`config.mk`:
```
export PLATFORM = sky130hd
export DESIGN_NAME = neureka_tcdm_splitter
export DESIGN_NICKNAME = d
export VERILOG_FILES = /design/src/rtl/neureka_tcdm_splitter.sv
export SDC_FILE = /design/constraint.sdc
export NUM_CORES = 1
export LEC_CHECK = 0
export CORE_AREA = 2 2 280 282
export CTS_CLUSTER_SIZE = 24
export DETAILED_ROUTE_END_ITERATION = 10
export DIE_AREA = 0 0 282 284
export GPL_TIMING_DRIVEN = 0
export PLACE_DENSITY = 0.5
export SETUP_SLACK_MARGIN = 0.02
export SYNTH_ARGS = -nofsm -noshare
export SYNTH_HDL_FRONTEND = slang
export SYNTH_SLANG_ARGS = --single-unit
```
`constraint.sdc`:
```
create_clock -name clk_i -period 5.5 [get_ports clk_i]
set_clock_uncertainty 0.05 [all_clocks]
set_input_delay 1.1 -clock clk_i [delete_from_list [all_inputs] [get_ports clk_i]]
set_output_delay 1.1 -clock clk_i [all_outputs]
set_load 0.02 [all_outputs]
```
`src/rtl/neureka_tcdm_splitter.sv`:
```
// -----------------------------------------------------------------------------
// neureka_tcdm_splitter
//
// Splits one wide HCI streamer request into MP narrow 32-bit TCDM requests.
// Each narrow port may be granted in its own cycle. A grant mask remembers the
// ports already served, and the wide grant fires in the cycle the last missing
// port is granted. Read/write acknowledgements are collected in one small FIFO
// per port. A single realigned wide response is released only when every port
// FIFO holds a word.
//
// Parameters:
//   BW        wide data width in bits (multiple of 32)
//   MP        number of narrow ports (BW/32)
//   RSP_DEPTH wide transactions allowed in flight; also the per-port FIFO depth
//
// Ports:
//   clk_i, rst_ni          clock, asynchronous active-low reset
//   clear_i                synchronous return to reset state (only while idle)
//   in_req/in_gnt          wide request handshake
//   in_add/in_wen/in_be    wide address (word aligned), 1=read, byte enables
//   in_data                wide write data
//   in_r_data/in_r_valid   realigned wide response, no back-pressure
//   tcdm_req/tcdm_gnt      per-port request handshake
//   tcdm_add/wen/be/data   per-port payload, combinational from the wide inputs
//   tcdm_r_data/r_valid    per-port response
//   busy_o                 transaction or response still pending
//   err_o                  sticky: response arrived at a full port FIFO
//
// Build option:
//   NEUREKA_TCDM_SPLIT_RSP_REG_EN  registers in_r_valid/in_r_data (+1 latency).
// -----------------------------------------------------------------------------
module neureka_tcdm_splitter #(
    parameter int unsigned BW        = 128,
    parameter int unsigned MP        = BW / 32,
    parameter int unsigned RSP_DEPTH = 2
) (
    input  logic              clk_i,
    input  logic              rst_ni,
    input  logic              clear_i,
    input  logic              in_req,
    output logic              in_gnt,
    input  logic [31:0]       in_add,
    input  logic              in_wen,
    input  logic [BW/8-1:0]   in_be,
    input  logic [BW-1:0]     in_data,
    output logic [BW-1:0]     in_r_data,
    output logic              in_r_valid,
    output logic [MP-1:0]     tcdm_req,
    input  logic [MP-1:0]     tcdm_gnt,
    output logic [MP*32-1:0]  tcdm_add,
    output logic [MP-1:0]     tcdm_wen,
    output logic [MP*4-1:0]   tcdm_be,
    output logic [MP*32-1:0]  tcdm_data,
    input  logic [MP*32-1:0]  tcdm_r_data,
    input  logic [MP-1:0]     tcdm_r_valid,
    output logic              busy_o,
    output logic              err_o
);

    localparam int unsigned CNT_W = $clog2(RSP_DEPTH + 1);
    localparam int unsigned PTR_W = (RSP_DEPTH > 1) ? $clog2(RSP_DEPTH) : 1;

    logic [MP-1:0]    r_granted_q;
    logic [CNT_W-1:0] r_outstanding;
    logic             r_err;

    logic [31:0]      r_mem   [MP][RSP_DEPTH];
    logic [PTR_W-1:0] r_wptr  [MP];
    logic [PTR_W-1:0] r_rptr  [MP];
    logic [CNT_W-1:0] r_count [MP];

    logic             w_stall;
    logic             w_in_gnt;
    logic             w_all_valid;
    logic             w_pop;
    logic [MP-1:0]    w_new_gnt;
    logic [MP-1:0]    w_nonempty;
    logic [MP-1:0]    w_full;
    logic [MP-1:0]    w_push;
    logic [BW-1:0]    w_heads;

    function automatic logic [PTR_W-1:0] next_ptr(input logic [PTR_W-1:0] p);
        return (p == PTR_W'(RSP_DEPTH - 1)) ? '0 : p + 1'b1;
    endfunction

    // ---------------------------------------------------------------- payload
    // The payload is not latched: the initiator holds it stable until in_gnt.
    assign tcdm_wen  = {MP{in_wen}};
    assign tcdm_be   = in_be;
    assign tcdm_data = in_data;

    always_comb begin
        // NOTE: every signal driven here gets a value on every path; otherwise a latch is inferred.
        tcdm_add = '0;
        for (int ii = 0; ii < MP; ii++) begin
            tcdm_add[32*ii +: 32] = in_add + 32'(4 * ii);  // wraps at 2^32
        end
    end

    // ---------------------------------------------------------- request side
    // Only a fresh transaction is stalled; one that has started granting
    // already owns a response slot.
    assign w_stall   = (r_outstanding == CNT_W'(RSP_DEPTH)) && (r_granted_q == '0);
    assign tcdm_req  = {MP{in_req & ~w_stall}} & ~r_granted_q;
    assign w_new_gnt = tcdm_gnt & tcdm_req;
    assign w_in_gnt  = in_req & ~w_stall & (&(r_granted_q | w_new_gnt));
    assign in_gnt    = w_in_gnt;

    always_ff @(posedge clk_i or negedge rst_ni) begin
        // NOTE: state registers use non-blocking (<=) so all flops update from pre-edge values.
        if (!rst_ni) begin
            r_granted_q   <= '0;
            r_outstanding <= '0;
        end else if (clear_i) begin
            r_granted_q   <= '0;
            r_outstanding <= '0;
        end else begin
            r_granted_q <= w_in_gnt ? '0 : (r_granted_q | w_new_gnt);
            case ({w_in_gnt, w_pop})
                2'b10:   r_outstanding <= r_outstanding + 1'b1;
                2'b01:   r_outstanding <= r_outstanding - 1'b1;
                default: r_outstanding <= r_outstanding;
            endcase
        end
    end

    // --------------------------------------------------------- response FIFOs
    always_comb begin
        w_nonempty = '0;
        w_full     = '0;
        w_heads    = '0;
        for (int ii = 0; ii < MP; ii++) begin
            w_nonempty[ii]        = (r_count[ii] != '0);
            w_full[ii]            = (r_count[ii] == CNT_W'(RSP_DEPTH));
            w_heads[32*ii +: 32]  = r_mem[ii][r_rptr[ii]];
        end
    end

    assign w_all_valid = &w_nonempty;
    assign w_pop       = w_all_valid;
    // A push into a full FIFO only survives if the same cycle pops it.
    assign w_push      = tcdm_r_valid & ~(w_full & {MP{~w_pop}});

    always_ff @(posedge clk_i or negedge rst_ni) begin
        if (!rst_ni) begin
            r_err <= 1'b0;
            for (int ii = 0; ii < MP; ii++) begin
                r_wptr[ii]  <= '0;
                r_rptr[ii]  <= '0;
                r_count[ii] <= '0;
            end
        end else if (clear_i) begin
            r_err <= 1'b0;
            for (int ii = 0; ii < MP; ii++) begin
                r_wptr[ii]  <= '0;
                r_rptr[ii]  <= '0;
                r_count[ii] <= '0;
            end
        end else begin
            if (|(tcdm_r_valid & ~w_push)) begin
                r_err <= 1'b1;
            end
            for (int ii = 0; ii < MP; ii++) begin
                if (w_push[ii]) begin
                    r_wptr[ii] <= next_ptr(r_wptr[ii]);
                end
                if (w_pop) begin
                    r_rptr[ii] <= next_ptr(r_rptr[ii]);
                end
                r_count[ii] <= r_count[ii] + CNT_W'(w_push[ii]) - CNT_W'(w_pop);
            end
        end
    end

    // NOTE: the FIFO storage has no reset; the occupancy counters alone decide validity.
    always_ff @(posedge clk_i) begin
        for (int ii = 0; ii < MP; ii++) begin
            if (w_push[ii]) begin
                r_mem[ii][r_wptr[ii]] <= tcdm_r_data[32*ii +: 32];
            end
        end
    end

    // ---------------------------------------------------------- response out
`ifdef NEUREKA_TCDM_SPLIT_RSP_REG_EN
    logic          r_rsp_valid;
    logic [BW-1:0] r_rsp_data;

    always_ff @(posedge clk_i or negedge rst_ni) begin
        if (!rst_ni) begin
            r_rsp_valid <= 1'b0;
            r_rsp_data  <= '0;
        end else if (clear_i) begin
            r_rsp_valid <= 1'b0;
            r_rsp_data  <= '0;
        end else begin
            r_rsp_valid <= w_pop;
            if (w_pop) begin
                r_rsp_data <= w_heads;
            end
        end
    end

    assign in_r_valid = r_rsp_valid;
    assign in_r_data  = r_rsp_data;
`else
    assign in_r_valid = w_all_valid;
    assign in_r_data  = w_all_valid ? w_heads : '0;
`endif

    assign busy_o = (r_outstanding != '0) | (|r_granted_q) | (|w_nonempty);
    assign err_o  = r_err;

endmodule

```
==> results of run 1 <==
layout make-up:
| cell class | instances | share of cell area (%) |
|---|---|---|
| buffer | 245 | 7.52 |
| antenna | 4 | 0.0455 |
| clock inverter | 13 | 0.580 |
| timing repair buffer | 570 | 26.2 |
| inverter | 23 | 0.392 |
| clock buffer | 36 | 3.61 |
| multi-input combinational | 578 | 18.2 |
| tap | 1040 | 5.91 |
| sequential | 279 | 37.5 |
power by group:
part           switching, mW  internal, mW  total (mW)
clock network          0.826          1.11        1.94
registers             0.0569          2.53        2.58
logic                  0.644         0.553        1.20
cell families after synthesis:
| kind of cell | after synthesis | share of synthesized area (%) |
|---|---|---|
| muxes | 128 | 9.19 |
| AOI/OAI and AO/OA | 32 | 1.48 |
| buffers and inverters | 268 | 12.5 |
| adders and majority gates | 12 | 1.08 |
| DFF | 279 | 59.3 |
| and+or+nand+nor | 311 | 10.5 |
| xor gates and xnor gates | 95 | 5.97 |
worst register-to-register path, delay by kind of cell, from the launching register on:
kind | cells | cell delay [ns]
adders and majority gates | 2 | 0.65
DFF | 1 | 0.44
AOI/OAI and AO/OA | 1 | 0.29
buffers and inverters | 2 | 0.46
and+or+nand+nor | 2 | 0.22
xor gates and xnor gates | 2 | 0.33
layout by cell type (no fill, tap or decap), types with 4 or more instances in the layout:
master and instances:
xnor2_1 64, mux2i_1 128, edfxtp_1 256, nor2_1 159, buf_4 192, inv_2 4, a21o_1 5, buf_1 9
nor3_2 6, clkinv_1 7, clkbuf_16 31, o22ai_1 4, clkbuf_1 33, nor2b_1 8, a21oi_1 11, inv_1 17
nor2_4 4, buf_2 15, diode_2 4, nand2_1 33, ha_1 12, nand3_1 34, xor2_1 31, nor3_1 16
clkdlybuf4s50_1 562, and4_1 4, nor4_2 4, nand4_1 13, dfrtp_1 23
flip-flops by register name, indices dropped and copies added (netlist names):
register,count
err_o,1
r_count,8
r_granted_q,4
r_mem,256
r_outstanding,2
r_rptr,4
r_wptr,4
layer usage:
metal  global-route usage, %  up-vias  wire (µm)
met4                    3.59       34       1510
met5                       0        -        201
met2                    28.7      506      33900
met1                    16.8     5330      23800
li1                        -     4946          -
met3                    6.24      100       7120
path summary, 6_finish.rpt:
| check | from | end | slack [ns] | cells past startpoint |
|---|---|---|---|---|
| worst max-delay path | in_add[4] | tcdm_add[63] | 0.19 | 8 |
| worst min-delay path | err_o | err_o | 0.50 | 2 |
| worst max register to register | r_count[3] | r_count[7] | 2.94 | 9 |
| worst min register to register | err_o | err_o | 0.50 | 2 |
| max in group asynchronous | rst_ni | r_rptr[1] | 4.11 | 2 |
| min in group asynchronous | rst_ni | r_outstanding[0] | 0.80 | 1 |
per-stage QoR:
step	hold WS (ns)	instance area, µm²	TNS (ns)
2_1_floorplan	0.487	13900	0
3_3_place_gp	0.492	20900	-0.454
3_5_place_dp	0.512	21000	-0.570
4_1_cts	0.526	21900	0
5_1_grt	0.582	22000	0
6_report	0.504	22000	0
Yosys cell counts (all sizes together) (2+ instances only):
library cell	instances
edfxtp	256
buf	214
nor2	165
mux2i	128
xnor2	64
nand3	36
nand2	33
clkbuf	31
xor2	31
dfrtp	23
nor3	22
inv	21
nand4	14
ha	12
a21oi	11
nor4	9
nor2b	8
a21o	5
and4	4
o21ai	4
o22ai	4
and3	3
nand2b	3
nand3b	3
or3	3
or4	3
clkinv	2
o22a	2
or2	2
what timing repair did:
item	CTS	global route
cloned	0	0
resized for setup	2	6
setup endpoints to repair	6	14
pin swaps	0	1
setup buffers	0	2
==> metrics.cfg, run 1 <==
[cts]
ctsRootBufferMaster = clkbuf_16
clk_pin_slew_ns = 0.06
numCtsBuffers = 30
clk_path_buf_depth = 3
clk_latency_ns = 0.58
htree_levels = 1
cts_tree = built
cts_num_sinks = 279
ctsHoldBuffers = 0

[floorplanning]
die_w_um = 282
core_mm2 = 0.0770
rows = 102
boundaryPins = 729
dieArea_mm2 = 0.0801
die_h_um = 284
start_util_pct = 18.1

[yosys]
synthTopCellsByArea = edfxtp_1 (55%), buf_4 (10%), mux2i_1 (9.2%), nor2_1 (4.4%), dfrtp_1 (4.1%)
synth_edf_count = 256
synth_top_area_cell = edfxtp_1
yosys_warnings = 0
syn_inst = 1125
yosys.area.top_type_share_pct = 55.1
synth-seq-cells = 279
ys_types = 47
syn_avg_cell_area_um2 = 12.4
synthesis.nets = 1454
ys.flop_type = edfxtp_1
netlist_area_mm2 = 0.0139
synthArstFlopShare_pct = 8.24
ys_seq_area_share_pct = 59.3

[flow_run]
max-cap-violations = 0

[global_route]
grt_pass1_wl_um = 89000
grt_overflow = 0
track_usage_pct = 15.7
grt_antenna_before_repair = 24
grt_max_degree = 33
grt_pass1_vias = 11441

[place]
dpl_worst_slack_ns = -0.149
io_buffers = 563
dp_hpwl_um = 55200
gp_congestion = 0.943
place_inst = 2732

[power_and_ir_drop]
ir_drop_v = 0.000233
power_density_mw_per_mm2 = 260
p_leak_nw = 7.64
total_power_mw = 5.72

[detailed_routing]
detail_route.first_pass.iterations = 5
antenna_left = 0
wl_per_cell_um = 23.9
vias = 10916
drt_first_iter_violations = 445
drc = 0
via_per_inst = 3.92
routed_wl_um = 66500

[layout]
fin_cells = 2788
nNetsFinal = 2056
final_core_util_pct = 28.6
area_delta_synth_final_pct = 57.9
multi_input_area_mm2 = 0.00401
num-fill-cells = 8078
drive_gt1_share_pct = 16.2
regArea_mm2 = 0.00826

[hold_path]
hold_class = register to register

[critical_path]
path_max_fanout = 8
timing.critical_path.slowest_stage_cell = clkdlybuf4s50_1
worst-path-buf-inv = 3
critPathArrivalTime_ns = 4.16
crit_chain = clkdlybuf4s50_1, ha_1, clkbuf_1, nand2_1, nor2_2, nand3_1, xnor2_1, clkdlybuf4s50_1
critPathMostFrequentCell = clkdlybuf4s50_1
cp-end-kind = primary output
cp.required_ns = 4.35
cpPeakStageDelay_ns = 0.72
cp-start-kind = input pin
crit_type = input pin to primary output
cp_top_family = buffers and inverters

[timing]
hold_viol_final = 0
slew_viol_final = 0
worst_pin_slew_ns = 0.915
period_share_pct = 96.5
setup_slack_ns = 0.190
min_period_ns = 5.31
finalSetupViolations = 0
max-slew-margin-rel_pct = 39.0
rsz0062_at_grt = no
fmax_mhz = 188

[run_status]
outcome = completed

No activity file was read; power rests on OpenSTA's default activity.
==> run 2: changes to the inputs <==
CTS_CLUSTER_DIAMETER = 150   (was default)
==> run 2 against run 1 <==
Net effect:
- non-clock buffer count rose by 1
- total power fell by 13%
- setup slack got worse by 0.0011 ns
- sequential power barely moved
- sequential cell count did not move
- register-to-register slack barely moved
- clock-buffer cell count fell by 12
- highest routed layer unchanged
==> metrics.cfg, run 2 (same netlist as run 1, synthesis figures left out) <==
[power_and_ir_drop]
swShare_pct = 27.7  ; +0.98 points
power_density_mw_per_mm2 = 232  ; -11%
netSwitchingPower_mw = 1.38  ; -9.4%
pwr-share-comb_pct = 24.1  ; +3.2 points
clkPwrFrac_pct = 24.3  ; -9.6 points
p_seq_share_pct = 51.6  ; +6.4 points
p_leak_nw = 7.41  ; -3.0%
ir_drop_v = 0.000217  ; -6.9%
p_int_mw = 3.61  ; -14%

[timing]
finalSetupViolations = 0  ; unchanged
max-slew-margin-rel_pct = 38.2  ; -0.80 points
period_share_pct = 96.6  ; about the same
rsz0062_at_grt = no
hold_ws_ns = 0.514  ; +0.0110 ns
hold_viol_final = 0  ; unchanged
min_period_ns = 5.31  ; +0.00111 ns
fmax_mhz = 188  ; about the same
slew_viol_final = 0  ; unchanged
worst_pin_slew_ns = 0.927  ; +0.0120 ns

[hold_path]
min-delay-start = err_o
min_to = err_o
hold_class = register to register
whs_path_depth = 2  ; unchanged

[floorplanning]
boundaryPins = 729  ; unchanged
start_util_pct = 18.1  ; unchanged
core_mm2 = 0.0770  ; unchanged
rows = 102  ; unchanged
dieArea_mm2 = 0.0801  ; unchanged
die_w_um = 282  ; unchanged
die_h_um = 284  ; unchanged

[detailed_routing]
vias = 10807  ; -1.0%
via_per_inst = 3.91  ; -0.18%
wl_per_cell_um = 23.9  ; +0.29%
drt_first_iter_violations = 506  ; +14%
routed_wl_um = 66200  ; -0.54%
drc = 0  ; unchanged
detail_route.first_pass.iterations = 5  ; unchanged
antenna_left = 0  ; unchanged

[global_route]
grt-busiest-layer = met2
grt_pass1_wl_um = 88300  ; -0.82%
grt_antenna_before_repair = 24  ; unchanged
grt_overflow = 0  ; unchanged
use_met3_pct = 6.03  ; -0.21 points
track_usage_pct = 15.6  ; -0.12 points
grt_max_degree = 33  ; unchanged
grt_pass1_vias = 11266  ; -1.5%
met2_usage_pct = 28.4  ; -0.26 points
grtUsageMet1_pct = 17.0  ; +0.13 points

[cts]
cts_tree = built
htree_levels = 1  ; unchanged
clk_path_buf_depth = 3  ; unchanged
ctsRootBufferMaster = clkbuf_16
ctsHoldBuffers = 0  ; unchanged
numCtsBuffers = 15  ; -50%
cts_num_sinks = 279  ; unchanged
clk_pin_slew_ns = 0.10  ; +0.04 ns
clk_latency_ns = 0.52  ; -0.06 ns

[critical_path]
r2r_slack_ns = 2.93  ; about the same
cp-end-kind = primary output
crit_chain = clkdlybuf4s50_1, nand4_1, nor4_2, nand3_1, xnor2_1, clkdlybuf4s50_1
cpPeakStageDelay_ns = 0.75  ; +0.03 ns
cp.required_ns = 4.35  ; about the same
rr_worst_depth = 9  ; unchanged
critPathMostFrequentCell = clkdlybuf4s50_1
cp-start-kind = input pin
critPathArrivalTime_ns = 4.16  ; about the same
crit_type = input pin to primary output
path_max_fanout = 8  ; unchanged
regToRegStartpoint = r_count[3]
worst-path-buf-inv = 2  ; -1
cp_top_family = buffers and inverters
r2r-end = r_count[5]
timing.critical_path.slowest_stage_cell = clkdlybuf4s50_1

[layout]
nNetsFinal = 2042  ; -0.68%
area_delta_synth_final_pct = 54.5
drive_gt1_share_pct = 15.2  ; -1.1 points
fin_cells = 2765  ; -0.82%
final_common_cell = clkdlybuf4s50_1
largest_reg_flops = 256  ; unchanged
layout_common_cells = clkdlybuf4s50_1 (562), edfxtp_1 (256), buf_4 (192), nor2_1 (159), mux2i_1 (128)

[place]
gp_congestion = 0.943  ; unchanged
place_inst = 2732  ; unchanged
dp_hpwl_um = 55200  ; unchanged
io_buffers = 563  ; unchanged

[flow_run]
max-cap-violations = 0  ; unchanged

[run_status]
outcome = completed

-- run 2: cell count changes in the layout (fill, tap and decap cells not counted), sizes merged --
cell | previous run | this run
clkbuf | 67 | 55
clkinv | 9 | 3
bufinv | 2 | 0
clkinvlp | 2 | 0
inv | 23 | 21
buf | 221 | 222
-- run 2: final cells by class --
class | instances | area, µm²
Tap cell | 1040 | 1300
Timing Repair Buffer | 571 | 5800
Buffer | 245 | 1660
Clock inverter | 1 | 8.76
Multi-Input combinational cell | 578 | 4010
Clock buffer | 24 | 419
Inverter | 23 | 86.3
Antenna cell | 4 | 10.0
Fill cell | 8111 | 55400
Sequential cell | 279 | 8260
-- run 2: repair_timing --
item / 4_1_cts / 5_1_grt
endpoints found under the setup margin: 6 / 14
buffers inserted: 0 / 2
cloned: 0 / 0
gates resized for setup: 2 / 6
pin swaps: 0 / 1
-- run 2: how the worst max path moves through the flow --
stage / endpoint / cells after the start / slack, ns / startpoint
after global routing: tcdm_add[94] / 6 / 0.13 / in_add[15]
after global placement: tcdm_add[126] / 7 / -0.12 / in_add[2]
after CTS: tcdm_add[112] / 7 / 0.04 / in_add[2]
after floorplan: tcdm_add[90] / 5 / 1.80 / in_add[20]
after detailed placement: tcdm_add[126] / 7 / -0.15 / in_add[2]
final: tcdm_add[94] / 6 / 0.19 / in_add[15]
-- run 2: per-stage QoR --
step / instance area (µm²) / util, % / worst slack (ns) / setup TNS (ns) / power [mW]
2_1_floorplan: 13900 / - / 1.80 / 0 / 3.22
3_3_place_gp: 20900 / 27.1 / -0.119 / -0.454 / 3.82
3_5_place_dp: 21000 / 27.3 / -0.149 / -0.570 / 3.84
4_1_cts: 21400 / 27.9 / 0.0384 / 0 / 5.08
5_1_grt: 21500 / 28.0 / 0.133 / 0 / 5.23
6_report: 21500 / 28.0 / 0.189 / 0 / 5.00
-- run 2: metal layers --
layer	up-vias	share of wire, %
met3	89	11
met5	-	0.30
met1	5319	36
li1	4890	-
met4	34	2.1
met2	475	51
-- run 2: worst register-to-register path, delay by kind of cell (launching register included) --
family | cells | cell delay [ns]
fa+ha+maj | 2 | 0.66
compound gates | 1 | 0.29
simple gates | 2 | 0.22
xor+xnor | 2 | 0.30
buf+inv | 2 | 0.46
flops | 1 | 0.46
-- run 2: power by group through the flow --
stage          registers, mW  logic [mW]  clock network [mW]
6_report                2.58        1.20                1.22
3_3_place_gp            2.63        1.19                   0
2_1_floorplan           2.62       0.598                   0
4_1_cts                 2.58        1.22                1.28
5_1_grt                 2.60        1.28                1.35
3_5_place_dp            2.63        1.21                   0
==> run 3: changes to the inputs <==
CTS_CLUSTER_SIZE = default   (was 24)
clock period = 6.1 ns   (was 5.5 ns; I/O delays follow)
==> run 3 against run 2 <==
Net effect:
- worst hold slack lost 0.011 ns
- sequential cell count is the same
- cell area grew 1.9%
- critical path depth grew 1
- die area is the same
- via count grew 1.1%
- core utilization grew 0.53 points
- clock power grew 43%
- highest routed layer unchanged
- clock-buffer cell count grew 12
- non-clock buffer count shrank 3
- setup slack gained 0.029 ns
- largest power group unchanged
- sequential share of layout area shrank 0.71 points
- critical endpoint is now tcdm_add[126]
==> metrics.cfg, run 3 (same netlist as run 1, synthesis figures left out) <==
[layout]
nNetsFinal = 2054  ; +0.59%
largest_reg_flops = 256  ; unchanged
drive_gt1_share_pct = 15.8  ; +0.68 points
fin_cells = 2785  ; +0.72%
finalInstanceArea_mm2 = 0.0220  ; +1.9%
final_common_cell = clkdlybuf4s50_1
area_delta_synth_final_pct = 57.5
layout_common_cells = clkdlybuf4s50_1 (563), edfxtp_1 (256), buf_4 (190), nor2_1 (161), mux2i_1 (128)

[run_status]
outcome = completed

[cts]
cts_tree = built
clk_pin_slew_ns = 0.06  ; -0.04 ns
cts_num_sinks = 279  ; unchanged
numCtsBuffers = 30  ; +15
htree_levels = 1  ; unchanged
clk_latency_ns = 0.58  ; +0.06 ns
postCtsSetupBuffers = 0  ; unchanged
ctsRootBufferMaster = clkbuf_16
ctsHoldBuffers = 0  ; unchanged
cts_resized = 0  ; -2
clk_path_buf_depth = 3  ; unchanged

[hold_path]
hold_class = register to register

[detailed_routing]
detail_route.first_pass.iterations = 5  ; unchanged
routed_wl_um = 66600  ; +0.56%
via_per_inst = 3.92  ; +0.36%
vias = 10924  ; +1.1%
wl_per_cell_um = 23.9  ; -0.16%
drc = 0  ; unchanged
drt_first_iter_violations = 483  ; -4.5%
antenna_left = 0  ; unchanged

[critical_path]
cp-start-kind = input pin
cp.required_ns = 4.83  ; +0.48 ns
critPathArrivalTime_ns = 4.61  ; +0.45 ns
path_max_fanout = 9  ; +1
cp-end-kind = primary output
crit_type = input pin to primary output

[floorplanning]
dieArea_mm2 = 0.0801  ; unchanged
boundaryPins = 729  ; unchanged
start_util_pct = 18.1  ; unchanged
rows = 102  ; unchanged
die_w_um = 282  ; unchanged
die_h_um = 284  ; unchanged
core_mm2 = 0.0770  ; unchanged

[timing]
worst_pin_slew_ns = 0.917  ; -0.0108 ns
finalSetupViolations = 0  ; unchanged
max-slew-margin-rel_pct = 38.9  ; +0.72 points
period_share_pct = 96.4
rsz0062_at_grt = no
hold_viol_final = 0  ; unchanged
slew_viol_final = 0  ; unchanged
setup_slack_ns = 0.218  ; +0.0287 ns
min_period_ns = 5.88
fin_tns_setup_ns = 0  ; unchanged
fmax_mhz = 170

[place]
place_inst = 2732  ; unchanged
gp_congestion = 0.943  ; unchanged
dpl_worst_slack_ns = 0.211  ; +0.360 ns
dp_hpwl_um = 55200  ; unchanged
io_buffers = 563  ; unchanged
post_dp_cell_area_mm2 = 0.0210  ; unchanged

[global_route]
grt_antenna_before_repair = 24  ; unchanged
grt_overflow = 0  ; unchanged
grt_max_degree = 33  ; unchanged
track_usage_pct = 15.7  ; +0.12 points
grt_pass1_vias = 11441  ; +1.6%
grt_pass1_wl_um = 89000  ; +0.83%

[power_and_ir_drop]
p_leak_nw = 7.61  ; +2.7%
power_density_mw_per_mm2 = 235  ; +1.3%
ir_drop_v = 0.000211  ; -2.9%

[flow_run]
max-cap-violations = 0  ; unchanged

-- run 3: cell count changes in the layout (fill, tap and decap cells not counted), sizes merged --
cell	before	now
buf	222	219
bufinv	0	2
clkbuf	55	67
clkdlybuf4s50	562	563
clkinv	3	9
clkinvlp	0	2
diode	4	3
dlymetal6s2s	1	0
inv	21	23
-- run 3: stage by stage --
| stage | utilization, % | hold slack, ns | power (mW) |
|---|---|---|---|
| 4_1_cts | 28.5 | 0.526 | 5.26 |
| 2_1_floorplan | - | 0.487 | 2.90 |
| 6_report | 28.5 | 0.503 | 5.16 |
| 5_1_grt | 28.5 | 0.582 | 5.38 |
| 3_5_place_dp | 27.3 | 0.512 | 3.46 |
| 3_3_place_gp | 27.1 | 0.492 | 3.44 |
-- run 3: worst paths after layout --
path                       slack [ns]  cells after the start  startpoint                to
setup / recovery                 0.22                      7   in_add[2]     tcdm_add[126]
hold / removal                   0.50                      2       err_o             err_o
setup reg to reg                 3.53                      9  r_count[3]        r_count[7]
hold reg to reg                  0.50                      2       err_o             err_o
max in group asynchronous        4.59                      2      rst_ni         r_rptr[1]
min in group asynchronous        0.92                      1      rst_ni  r_outstanding[0]
-- run 3: final cells by class --
cell class                      count  area, µm²
Fill cell                        8073      55000
Clock buffer                       36        795
Sequential cell                   279       8260
Multi-Input combinational cell    578       3970
Buffer                            245       1660
Antenna cell                        3       7.51
Tap cell                         1040       1300
Inverter                           23       86.3
Clock inverter                     13        128
Timing Repair Buffer              568       5750
-- run 3: report_power, final --
| group | internal (mW) | switching, mW | leakage (nW) |
|---|---|---|---|
| combinational | 0.498 | 0.580 | 4.47 |
| sequential | 2.28 | 0.0514 | 2.70 |
| clock | 1.00 | 0.746 | 0.443 |
| total | 3.78 | 1.38 | 7.61 |
-- run 3: routing by layer --
layer / routed length (µm) / global-route usage [%]
met3: 7290 / 6.24
met5: 203 / 0
met2: 33800 / 28.7
met4: 1490 / 3.59
met1: 23700 / 16.8
-- run 3: worst max-delay path, cell delays in order --
cell and delay [ns]:
clkdlybuf4s50_1 0.78, inv_1 0.29, ha_1 0.39, nor4_2 0.72, nand3_1 0.31, xnor2_1 0.24
clkdlybuf4s50_1 0.64
